## src/rtl/and_reduce_seq_ctrl.sv

```systemverilog
// and_reduce_seq_ctrl: WIDTH-bit AND reduction evaluated CHUNK bits per cycle
// through one shared AND chain, with valid/ready on both sides.
// Optional build macro AND_SEQ_EARLY_EXIT_EN: leave RUN as soon as a chunk
// reduces to 0 (y is unchanged, only cycles and latency differ).
//
// state | meaning
// IDLE  | waiting for an operand, in_ready high
// RUN   | reducing one chunk per cycle, LSB chunk first
// DONE  | result presented, waiting for out_ready

module and_reduce_seq_ctrl #(
  parameter int WIDTH = 32,
  parameter int CHUNK = 4,
  localparam int NCHUNK = WIDTH / CHUNK,
  localparam int CW = $clog2(NCHUNK + 1)
) (
  input  logic             clk,
  input  logic             rst,
  input  logic             in_valid,
  output logic             in_ready,
  input  logic [WIDTH-1:0] x,
  output logic             out_valid,
  input  logic             out_ready,
  output logic             y,
  output logic [CW-1:0]    cycles,
  output logic             busy
);

  typedef enum logic [1:0] {IDLE, RUN, DONE} state_t;

  state_t           state;
  state_t           state_nxt;
  logic [WIDTH-1:0] shreg;
  logic             acc;
  logic [CW-1:0]    idx;
  logic [CW-1:0]    cyc;
  logic             chunk_and;
  logic             last_chunk;

  assign chunk_and  = &shreg[CHUNK-1:0];
  assign last_chunk = (idx == CW'(NCHUNK - 1));

  // State register; reset wins over any in-flight operation.
  always_ff @(posedge clk) begin
    if (rst) state <= IDLE;
    else     state <= state_nxt;
  end

  // Next-state decode.
  always_comb begin
    state_nxt = state;
    unique case (state)
      IDLE: if (in_valid) state_nxt = RUN;
      RUN: begin
        if (last_chunk) state_nxt = DONE;
`ifdef AND_SEQ_EARLY_EXIT_EN
        if (!chunk_and) state_nxt = DONE;
`endif
      end
      DONE: if (out_ready) state_nxt = IDLE;
      default: state_nxt = IDLE;
    endcase
  end

  // Datapath: capture on accept, fold one chunk per RUN cycle, hold otherwise.
  always_ff @(posedge clk) begin
    if (rst) begin
      shreg <= '0;
      acc   <= 1'b0;
      idx   <= '0;
      cyc   <= '0;
    end else begin
      unique case (state)
        IDLE: begin
          if (in_valid) begin
            shreg <= x;
            acc   <= 1'b1;
            idx   <= '0;
            cyc   <= '0;
          end
        end
        RUN: begin
          acc   <= acc & chunk_and;
          shreg <= shreg >> CHUNK;
          idx   <= idx + CW'(1);
          cyc   <= cyc + CW'(1);
        end
        default: ;
      endcase
    end
  end

  // y and cycles are the live accumulator/counter; they only move on accept
  // and during RUN, so they hold through DONE and after the result is taken.
  assign in_ready  = (state == IDLE);
  assign busy      = (state != IDLE);
  assign out_valid = (state == DONE);
  assign y         = acc;
  assign cycles    = cyc;

endmodule

```

## config.mk

```make
export PLATFORM = sky130hd
export DESIGN_NAME = and_reduce_seq_ctrl
export DESIGN_NICKNAME = d
export VERILOG_FILES = /design/src/rtl/and_reduce_seq_ctrl.sv
export SDC_FILE = /design/constraint.sdc
export NUM_CORES = 1
export LEC_CHECK = 0
export CAP_MARGIN = 15
export CELL_PAD_IN_SITES_DETAIL_PLACEMENT = 1
export CELL_PAD_IN_SITES_GLOBAL_PLACEMENT = 2
export CORE_UTILIZATION = 31
export CTS_BUF_LIST = sky130_fd_sc_hd__clkbuf_4 sky130_fd_sc_hd__clkbuf_8 sky130_fd_sc_hd__clkbuf_16
export DETAILED_ROUTE_END_ITERATION = 8
export PLACE_DENSITY_LB_ADDON = 0.08
export SLEW_MARGIN = 20
export SYNTH_ARGS = -nofsm -noshare
export SYNTH_HDL_FRONTEND = slang
export SYNTH_SLANG_ARGS = --single-unit
export TNS_END_PERCENT = 20
```

## constraint.sdc

```tcl
create_clock -name clk -period 1.7 [get_ports clk]
set_clock_uncertainty 0.05 [all_clocks]
set_input_delay 0.34 -clock clk [delete_from_list [all_inputs] [get_ports clk]]
set_output_delay 0.34 -clock clk [all_outputs]
set_load 0.02 [all_outputs]
```

After elaboration in Yosys (flattened, before gate mapping)
Cells that the tools add are included.
{ "op_classes": {"n_addsub": 2, "n_mul": 0, "div": 0, "magnitude_cmp": 0, "eq_ne": 6, "shifts": 0, "mux": 11, "n_bitwise": 1, "n_reduce_logical": 6} }
{ "op_table": {"columns": ["cell", "count"], "rows": [
  ["$pmux 32 s2", 1],
  ["$mux 32", 1],
  ["$pmux 4 s2", 2],
  ["$add 4x1->4 const B", 2],
  ["$mux 2", 3],
  ["$pmux 2 s3", 1],
  ["$eq 4x3->1 const B", 1],
  ["$mux 4", 1],
  ["$ne 2x2->1 const B", 2],
  ["$reduce_and 4->1", 1],
  ["$reduce_bool 2->1", 2],
  ["$reduce_and 3->1", 1],
  ["$eq 2x1->1 const B", 1],
  ["$eq 2x2->1 const B", 1],
  ["$logic_not 2->1", 1],
  ["$ne 2x1->1 const B", 1],
  ["$pmux 1 s2", 1],
  ["$reduce_and 2->1", 1],
  ["$and 1x1->1", 1],
  ["$mux 1", 1]
]} }
{ "word_totals": {"regBits": 43, "latchBits": 0, "ram_bits": 0, "rom_bits": 0, "in_bits": 36, "out_inout_bits": 8, "memories": 0} }

Depth between registers and ports, before layout
Gate-level depths: netlist of run 1.
{ "logic_depth": {"depth_word": 3, "mapped_depth": 6, "ltp_nobuf": 4} }

Worst setup path after synthesis of run 1
OpenSTA, ideal clock, no wires.
{ "synth_timing": {"kind": "register to output", "start": "reg state[0]", "end": "out in_ready", "t_arrival_ps": 1170, "slack_ps": 140, "path_stages_with_launch": 6, "cell_sequence": "dfxtp_1 > buf_6 > buf_6 > buf_6 > or2_2 > inv_1"} }
{ "synth_between": {"elab_chain_len": 1} }
{ "synth_lines": {"columns": ["item", "line", "source"], "rows": [
  ["start, declared", "31", "state_t state;"],
  ["start signal, assigned", "46", "else state <= state_nxt;"],
  ["$logic_not 2->1", "95", "assign in_ready = (state == IDLE);"],
  ["end, declared", "20", "output logic in_ready,"]
]} }
Every way passes these cells.

Worst setup path in the final report of run 1
{ "layout_timing": {"start": "reg state[1]", "end": "out busy"} }
{ "layout_between": {"elab_chain_len": 1} }
{ "layout_lines": {"columns": ["item", "line", "source"], "rows": [
  ["$reduce_bool 2->1", "96", "assign busy = (state != IDLE);"],
  ["end, declared", "26", "output logic busy"]
]} }
Every way passes these cells.

==> results by group, run 1 <==
Outcome
  – Status: finished, final reports clean

Worst setup path
  – R2r setup slk: 0.15 ns
  – Crit path cell chain: or2_2 > clkdlybuf4s15_1
  – Worst Path Max Fanout: 4
  – Startpoint Class: flip-flop
  – Reg2reg start: state[0]$_SDFFE_PP0P_
  – CP bufs+invs: 1
  – R2r worst-path depth: 4
  – Critical path's largest stage delay: 0.34 ns
  – Crit Path Class: reg -> out
  – CP arrival: 1.25 ns
  – Reg-to-reg endpoint: idx[3]$_SDFFE_PP0P_
  – WP data required: 1.31 ns
  – Crit path max-delay cell type: dfxtp_1
  – Worst Setup End Kind: primary output
  – Cell family with most CP delay: flip-flops
  – Crit path depth: 2

Timing
  – FMAX: 610.4 MHz
  – Worst-Margin Slew: 0.5210 ns
  – Max-slew headroom: 65.27%
  – Slew Viols, Final: 0
  – Hold Slack: 0.4278 ns
  – Final worst path period share: 96.36%
  – Final TNS setup: 0 ns
  – Setup violators final: 0
  – Setup ws final: 0.06181 ns
  – Fin. Hold Viols: 0
  – RSZ-0062 raised after global routing: no
  – Crit path time final: 1.638 ns

Routing
  – # DRC: 0
  – Max layer used: met4
  – Initial DRT Pass Iterations: 4
  – WL final: 5.356 mm
  – Met1 WL: 2.571 mm
  – DR WL met3: 187 um
  – Iter 0 DRT Violations: 74
  – Routed len/inst: 14.40 um
  – Vias per cell: 4.992
  – Antenna Nets Post-Route: 0
  – Met2 WL: 2.523 mm
  – Via Count: 1857

Clock network
  – Clock Latency Late Sink: 0.30 ns
  – Hold buffers post-CTS: 0
  – Clk sinks: 43
  – CTS tree: yes
  – # Post-CTS Setup Buffers: 0
  – Clock Path Buffers: 2
  – Clk root buf: clkbuf_8
  – H-tree levels: 2
  – Clk slew on worst S/H paths: 0.09 ns
  – Total CTS buffers: 5

Layout
  – Final instance area: 0.002850 mm2
  – Layout Utilization: 41.72%
  – Final #Nets: 313
  – Filler cells: 822
  – Share of cells above drive strength 1: 16.30%
  – Inserted Diodes: 0
  – Syn-to-layout area delta: 29.58%
  – Fin cells: 372

Floorplan
  – Core Area: 0.006832 mm2
  – Initial Util: 32.20%
  – Row Count: 30
  – DIE HEIGHT: 86.24 um
  – I/O Pins: 44
  – Die area: 0.007436 mm2
  – Die span in x: 86.24 um

Synthesis
  – Post-synth top area share: 39.14%
  – Cell accounting for the most synthesized area: dfxtp_1
  – Cells after synthesis: 237
  – Synth cell types: 34
  – Async SR Flop Fraction: 0%
  – Mapped Area: 0.002200 mm2
  – #FFs+latches synth: 43
  – Sequential area share after synthesis: 39.14%
  – Post-Syn Area per Cell: 9.281 um2
  – Post-synth EDFFs: 0
  – Synth area leaders: dfxtp_1, a221oi_2, a22o_1
  – Net Count, Synth: 275
  – Main synth FF type: dfxtp_1
  – Synth warn: 0

Global route
  – Grt total ovfl: 0
  – Antenna violations before repair: 0
  – Largest net degree at the start of global routing: 68
  – Total GRT Usage: 15.50%
  – First-pass GRT wire length: 9.101 mm
  – Number of global-route vias before repair: 1879

Power
  – Tot Pwr: 2.431 mW
  – Power share of the clock group: 34.8%
  – Internal power: 1.803 mW
  – Max VDD drop: 432.1 uV
  – Pwr/cell area: 852.8 mW/mm2
  – Gate power share: 19.6%
  – LEAKAGE: 1.118 nW
  – Sw Share: 25.83%
  – Net switching power figure: 627.9 uW
  – Share of power burned in registers: 45.5%

Place
  – Placed Area: 0.002741 mm2
  – IO buf count: 43
  – DP HPWL: 3.590 mm
  – RD Place Congestion: 0.7065
  – Pre-CTS WS: -0.03959 ns
  – Number of cells after detailed placement: 364

Min path
  – Hold path cells: 2
  – Hold Crit Class: reg -> reg
  – Worst hold path endpoint: shreg[17]$_SDFFE_PP0P_
  – Min-delay src: shreg[17]$_SDFFE_PP0P_

Run
  – Max_cap viols: 0
[timing repair]
| item | CTS | global route |
|---|---|---|
| resized for setup | 8 | 3 |
| endpoints found under the hold margin | 0 | 0 |
| endpoints found under the setup margin | 7 | 3 |
[cells in the final DEF (no fill, tap or decap), types with 2 or more instances in the layout]
| master | synthesis | layout |
|---|---|---|
| dfxtp_1 | 43 | 42 |
| nor2_1 | 40 | 40 |
| clkdlybuf4s50_1 | 0 | 34 |
| inv_1 | 30 | 30 |
| a22o_1 | 27 | 27 |
| a221oi_2 | 18 | 18 |
| nand2_1 | 6 | 6 |
| a22oi_1 | 6 | 6 |
| a221oi_1 | 6 | 6 |
| clkbuf_8 | 0 | 6 |
| buf_4 | 3 | 6 |
| nand3_1 | 5 | 5 |
| dlygate4sd2_1 | 0 | 5 |
| buf_12 | 0 | 5 |
| a211oi_1 | 4 | 4 |
| mux2i_1 | 3 | 3 |
| a31oi_1 | 3 | 3 |
| nand2b_1 | 3 | 3 |
| a21oi_1 | 3 | 3 |
| or3_1 | 2 | 2 |
| ha_1 | 2 | 2 |
[routing by layer]
metal / GRT usage (%) / vias to the layer above
met5: 0 / -
met4: 5.000 / 0
met3: 3.048 / 7
met2: 25.25 / 31
met1: 20.61 / 894
li1: - / 925
[synth_stat cells (2+ instances only)]
cell type / n
a211oi_1: 4
buf_2: 6
inv_1: 30
a221oi_1: 6
nand2_1: 6
nor2_1: 40
ha_1: 2
a22oi_1: 6
buf_4: 3
nand3_1: 5
buf_6: 6
or3_1: 2
a31oi_1: 3
mux2i_1: 3
dfxtp_1: 43
a221oi_2: 18
clkbuf_1: 7
nand2b_1: 3
a22o_1: 27
a21oi_1: 3
[sequential cells by signal (all words and copies together), names as in the netlist]
register and flops:
shreg 32, y 1, cycles 4, state 2, idx 4
[cell type report]
class	count	area, um2	share of cell area, %
Clock buffer	6	82.58	2.897
Clock inverter	2	35.03	1.229
Inverter	30	112.6	3.951
Multi-Input combinational cell	141	1076	37.75
Sequential cell	43	862.1	30.25
Tap cell	96	120.1	4.214
Timing Repair Buffer	54	561.8	19.71
[cell families after synthesis]
family                     share of synthesized area [%]
AOI/OAI and AO/OA                                  33.22
and+or+nand+nor                                    13.20
buffers and inverters                              11.95
DFF                                                39.14
muxes                                              1.365
adders and majority gates                          1.137
[tightest hold or removal path: cells and delay by family (launching register included)]
kind / cells / cell delay (ns)
AO/OA/AOI/OAI: 1 / 0.06
flip-flops: 1 / 0.30
buffers and inverters: 1 / 0.07
[how the worst max path moves through the flow]
stage                                startpoint                      to  slack, ns
after floorplan           state[0]$_SDFFE_PP0P_                in_ready       0.14
after global placement                 in_valid  shreg[23]$_SDFFE_PP0P_      -0.02
after detailed placement               in_valid   shreg[4]$_SDFFE_PP0P_      -0.04
after CTS                 state[1]$_SDFFE_PP0P_                in_ready      0.004
after global routing      state[1]$_SDFFE_PP0P_                    busy       0.02
final                     state[1]$_SDFFE_PP0P_                    busy       0.06
[power by group through the flow]
stage / combinational, mW / clock [mW] / sequential [mW]
floorplan: 0.322 / 0 / 1.13
global placement: 0.484 / 0 / 1.13
detailed placement: 0.488 / 0 / 1.13
CTS: 0.487 / 0.875 / 1.11
global route: 0.527 / 0.918 / 1.12
finish: 0.477 / 0.847 / 1.11
Power figures use the tool's default switching activity.
==> run 2, diff against run 1 <==
Settings changed: CORE_UTILIZATION 31 to 33.
Clock period 1.7 ns to 2 ns, I/O delays scaled along.
==> results by group, run 2 (synthesized netlist as in run 1, its figures left out) <==
Outcome
  – Status: finished, final reports clean

Layout
  – Syn-to-layout area delta: 27.70%
  – Largest register FFs: 32 (unchanged)
  – Most common cell after layout, fill and taps aside: dfxtp_1
  – Top reg by flops: shreg
  – Inserted Diodes: 0 (unchanged)
  – Final #Nets: 311 (-0.64%)
  – Most frequent cells in the layout: dfxtp_1, nor2_1, clkdlybuf4s50_1
  – Share of cells above drive strength 1: 15.33% (-0.98 points)
  – Final instance area: 0.002809 mm2 (-1.4%)

Routing
  – Via Count: 1801 (-3.0%)
  – Antenna Nets Post-Route: 0 (unchanged)
  – Routed len/inst: 14.27 um (-0.88%)
  – Iter 0 DRT Violations: 47 (-36%)
  – # DRC: 0 (unchanged)
  – Vias per cell: 5.131 (+2.8%)
  – WL final: 5.009 mm (-6.5%)
  – Initial DRT Pass Iterations: 4 (unchanged)

Worst setup path
  – Worst Setup End Kind: primary output
  – Reg2reg start: state[0]$_SDFFE_PP0P_
  – Startpoint Class: flip-flop
  – Worst setup path start: state[1]$_SDFFE_PP0P_
  – Worst Path Max Fanout: 3 (-1)
  – WP data required: 1.55 ns (+0.24 ns)
  – CP arrival: 1.46 ns (+0.21 ns)
  – Crit Path Class: reg -> out

Timing
  – Final worst path period share: 95.67%
  – Worst-Margin Slew: 0.4804 ns (-0.04066 ns)
  – Slew Viols, Final: 0 (unchanged)
  – Crit path time final: 1.913 ns
  – Fin. Hold Viols: 0 (unchanged)
  – Max-slew headroom: 67.94% (+2.7 points)
  – Final TNS setup: 0 ns (unchanged)
  – Setup violators final: 0 (unchanged)
  – FMAX: 522.6 MHz
  – Setup ws final: 0.08656 ns (+0.02475 ns)
  – RSZ-0062 raised after global routing: no

Place
  – RD Place Congestion: 0.7347 (+4.0%)
  – DP HPWL: 3.445 mm (-4.0%)
  – Pre-CTS WS: 0.1013 ns (+0.1409 ns)
  – IO buf count: 43 (unchanged)
  – Placed Area: 0.002690 mm2 (-1.9%)

Run
  – Max_cap viols: 0 (unchanged)

Clock network
  – Clk sinks: 43 (unchanged)
  – H-tree levels: 2 (unchanged)
  – CTS tree: yes
  – Clk slew on worst S/H paths: 0.09 ns (about the same)
  – Clock Path Buffers: 2 (unchanged)
  – Clock Latency Late Sink: 0.29 ns (about the same)
  – Total CTS buffers: 5 (unchanged)
  – Clk root buf: clkbuf_8
  – Hold buffers post-CTS: 0 (unchanged)

Power
  – Max VDD drop: 362.2 uV (-16%)
  – Tot Pwr: 2.049 mW (-16%)
  – Internal power: 1.532 mW (-15%)
  – Sw Share: 25.23% (-0.60 points)
  – Power share of the clock group: 34.5% (-0.3 points)
  – Share of power burned in registers: 46.0% (+0.5 points)
  – LEAKAGE: 1.081 nW (-3.3%)
  – Net switching power figure: 516.9 uW (-18%)
  – Pwr/cell area: 729.4 mW/mm2 (-14%)
  – Gate power share: 19.5% (about the same)

Global route
  – Grt total ovfl: 0 (unchanged)
  – Number of global-route vias before repair: 1844 (-1.9%)
  – Largest net degree at the start of global routing: 39 (-43%)
  – First-pass GRT wire length: 8.604 mm (-5.5%)
  – Total GRT Usage: 15.05% (-0.45 points)
  – Antenna violations before repair: 0 (unchanged)

Floorplan
  – Die span in x: 83.64 um (-3.0%)
  – Initial Util: 34.44% (+2.2 points)
  – Core Area: 0.006386 mm2 (-6.5%)
  – I/O Pins: 44 (unchanged)
  – Die area: 0.006996 mm2 (-5.9%)
  – Row Count: 29 (-3.3%)
  – DIE HEIGHT: 83.64 um (-3.0%)

Min path
  – Min-delay src: shreg[20]$_SDFFE_PP0P_
  – Hold Crit Class: reg -> reg
run 2: changes by cell type in the layout (fill, tap and decap cells not counted), sizes merged:
| cell | delta |
|---|---|
| clkdlybuf4s50 | +6 |
| dlygate4sd2 | -4 |
| buf | -2 |
| clkbuf | -1 |
| clkdlybuf4s15 | -1 |
run 2: final timing paths:
kind                             to  slack (ns)  cells past startpoint
max                            busy        0.09                      2
min reg2reg  shreg[20]$_SDFFE_PP0P_        0.42                      2
max reg2reg  cycles[3]$_SDFFE_PP0P_        0.53                      4
min          shreg[20]$_SDFFE_PP0P_        0.42                      2
run 2: power by group through the flow:
stage | clock network [mW] | logic (mW) | registers (mW)
2_1_floorplan | 0 | 0.273 | 0.960
3_3_place_gp | 0 | 0.405 | 0.960
3_5_place_dp | 0 | 0.407 | 0.962
4_1_cts | 0.729 | 0.408 | 0.942
5_1_grt | 0.768 | 0.440 | 0.949
6_report | 0.707 | 0.401 | 0.942
run 2: routing by layer:
metal	vias to the layer above	part of all wire [%]	track usage [%]
met5	-	0	0
met4	0	1.1	4.622
met3	5	3.4	3.165
met2	31	45	24.02
met1	846	51	20.32
li1	919	-	-
run 2: critical path: stages (launching register included):
cell and delay (ns):
dfxtp_1 0.32, or2_2 0.31, clkdlybuf4s50_1 0.54
run 2: layout make-up:
| class | count | area, um2 |
|---|---|---|
| Timing Repair Buffer | 52 | 544.3 |
| Inverter | 30 | 112.6 |
| Multi-Input combinational cell | 141 | 1076 |
| Clock buffer | 6 | 82.58 |
| Sequential cell | 43 | 862.1 |
| Clock inverter | 2 | 35.03 |
| Fill cell | 743 | 3577 |
| Tap cell | 77 | 96.34 |
run 2: what timing repair did:
item,in CTS,in global routing
resized for setup,1,1
setup endpoints to repair,1,1
setup buffers,0,0
run 2: stage by stage:
| step | hold slack [ns] | instances | utilization (%) |
|---|---|---|---|
| global placement | 0.4091 | 343 | 42.12 |
| detailed placement | 0.4141 | 343 | 42.12 |
| finish | 0.4242 | 351 | 43.99 |
| global route | 0.4530 | 351 | 43.99 |
| CTS | 0.4262 | 351 | 43.95 |
| floorplan | 0.3993 | 237 | - |
==> run 3, diff against run 2 <==
Settings changed: CORE_MARGIN from default to 2, SETUP_SLACK_MARGIN from default to 0.1.
==> results by group, run 3 (synthesized netlist as in run 1, its figures left out) <==
Outcome
  – Status: finished, final reports clean

Floorplan
  – I/O Pins: 44 (unchanged)
  – Die span in x: 85.64 um (+2.4%)
  – Core Area: 0.006386 mm2 (unchanged)
  – Die area: 0.007334 mm2 (+4.8%)
  – DIE HEIGHT: 85.64 um (+2.4%)
  – Initial Util: 34.44% (unchanged)
  – Row Count: 29 (unchanged)

Place
  – RD Place Congestion: 0.6759 (-8.0%)
  – DP HPWL: 3.523 mm (+2.3%)
  – IO buf count: 43 (unchanged)

Layout
  – Share of cells above drive strength 1: 15.33% (unchanged)
  – Inserted Diodes: 0 (unchanged)
  – Syn-to-layout area delta: 25.94%
  – Most common cell after layout, fill and taps aside: dfxtp_1
  – Most frequent cells in the layout: dfxtp_1, nor2_1, clkdlybuf4s50_1
  – Top reg by flops: shreg
  – Final #Nets: 311 (unchanged)
  – Largest register FFs: 32 (unchanged)

Routing
  – Via Count: 1832 (+1.7%)
  – Routed len/inst: 14.93 um (+4.6%)
  – WL final: 5.241 mm (+4.6%)
  – Iter 0 DRT Violations: 59 (+26%)
  – Antenna Nets Post-Route: 0 (unchanged)
  – # DRC: 0 (unchanged)
  – Vias per cell: 5.219 (+1.7%)
  – Initial DRT Pass Iterations: 4 (unchanged)

Global route
  – Total GRT Usage: 14.82% (-0.23 points)
  – Number of global-route vias before repair: 1807 (-2.0%)
  – Antenna violations before repair: 0 (unchanged)
  – Grt total ovfl: 0 (unchanged)
  – First-pass GRT wire length: 8.714 mm (+1.3%)
  – Largest net degree at the start of global routing: 38 (-2.6%)

Clock network
  – Clk root buf: clkbuf_8
  – Clk sinks: 43 (unchanged)
  – CTS tree: yes
  – Clock Latency Late Sink: 0.29 ns (about the same)
  – # Post-CTS Setup Buffers: 0 (unchanged)
  – Clk slew on worst S/H paths: 0.08 ns (about the same)
  – Clock Path Buffers: 2 (unchanged)
  – Hold buffers post-CTS: 0 (unchanged)
  – H-tree levels: 2 (unchanged)
  – Total CTS buffers: 5 (unchanged)

Min path
  – Hold Crit Class: reg -> reg

Timing
  – FMAX: 521.9 MHz (-0.13%)
  – Worst-Margin Slew: 0.5149 ns (+0.03457 ns)
  – Fin. Hold Viols: 0 (unchanged)
  – Setup violators final: 0 (unchanged)
  – Final TNS setup: 0 ns (unchanged)
  – Crit path time final: 1.916 ns (+0.002574 ns)
  – Max-slew headroom: 65.67% (-2.3 points)
  – Final worst path period share: 95.80% (+0.13 points)
  – RSZ-0062 raised after global routing: yes
  – Slew Viols, Final: 0 (unchanged)

Run
  – Max_cap viols: 0 (unchanged)

Power
  – LEAKAGE: 1.066 nW (-1.4%)
  – Tot Pwr: 1.966 mW (-4.0%)
  – Max VDD drop: 269.6 uV (-26%)
  – Pwr/cell area: 709.7 mW/mm2 (-2.7%)

Worst setup path
  – Worst Setup End Kind: primary output
  – Startpoint Class: flip-flop
  – Crit Path Class: reg -> out
  – WP data required: 1.55 ns (about the same)
  – CP arrival: 1.47 ns (about the same)
  – Worst Path Max Fanout: 3 (unchanged)
-- run 3: cell count changes in the layout (fill, tap and decap cells not counted) --
cell / previous run / this run
clkbuf_8: 6 / 7
buf_12: 4 / 2
buf_4: 5 / 7
bufinv_16: 1 / 0
clkbuf_4: 0 / 1
clkinv_2: 1 / 0
-- run 3: final timing paths --
| path | start | endpoint | slack (ns) | depth (start not counted) |
|---|---|---|---|---|
| worst max-delay path | state[1]$_SDFFE_PP0P_ | busy | 0.08 | 2 |
| worst min-delay path | shreg[11]$_SDFFE_PP0P_ | shreg[11]$_SDFFE_PP0P_ | 0.43 | 2 |
| worst max register to register | state[0]$_SDFFE_PP0P_ | idx[3]$_SDFFE_PP0P_ | 0.49 | 4 |
| worst min register to register | shreg[11]$_SDFFE_PP0P_ | shreg[11]$_SDFFE_PP0P_ | 0.43 | 2 |
-- run 3: metal layers --
| layer | track usage, % | part of all wire [%] |
|---|---|---|
| met1 | 19.89 | 50 |
| met2 | 23.93 | 45 |
| met3 | 3.561 | 3.6 |
| met5 | 0 | 0 |
| met4 | 3.896 | 0.99 |
-- run 3: power breakdown --
group          internal (mW)  leakage, nW  switching [mW]  total, mW
combinational          0.202        0.656           0.191      0.393
clock                  0.329       0.0549           0.301      0.630
sequential             0.919        0.355          0.0235      0.942
-- run 3: worst max-delay path, stage by stage (launching register included) --
cell             delay (ns)
dfxtp_1                0.33
or2_2                  0.31
clkdlybuf4s50_1        0.54
-- run 3: what timing repair did --
action	in CTS	in global routing
pin swaps	0	0
endpoints found under the setup margin	3	2
gates resized for setup	1	1
-- run 3: metrics by stage --
step                worst slack (ns)  instance area (um2)  std cells  utilization, %  hold slack, ns
floorplan                     0.3796                 2200        237               -          0.3993
global placement              0.1583                 2665        343           41.73          0.4064
detailed placement            0.1163                 2665        343           41.73          0.4155
CTS                          0.02318                 2768        351           43.34          0.4292
global route                 0.02404                 2770        351           43.38          0.4503
finish                       0.08399                 2770        351           43.38          0.4267
-- run 3: final cells by class --
type	instances	area, um2
Tap cell	77	96.34
Fill cell	763	3616
Sequential cell	43	862.1
Clock buffer	8	103.9
Multi-Input combinational cell	141	1076
Timing Repair Buffer	52	519.2
Inverter	30	112.6
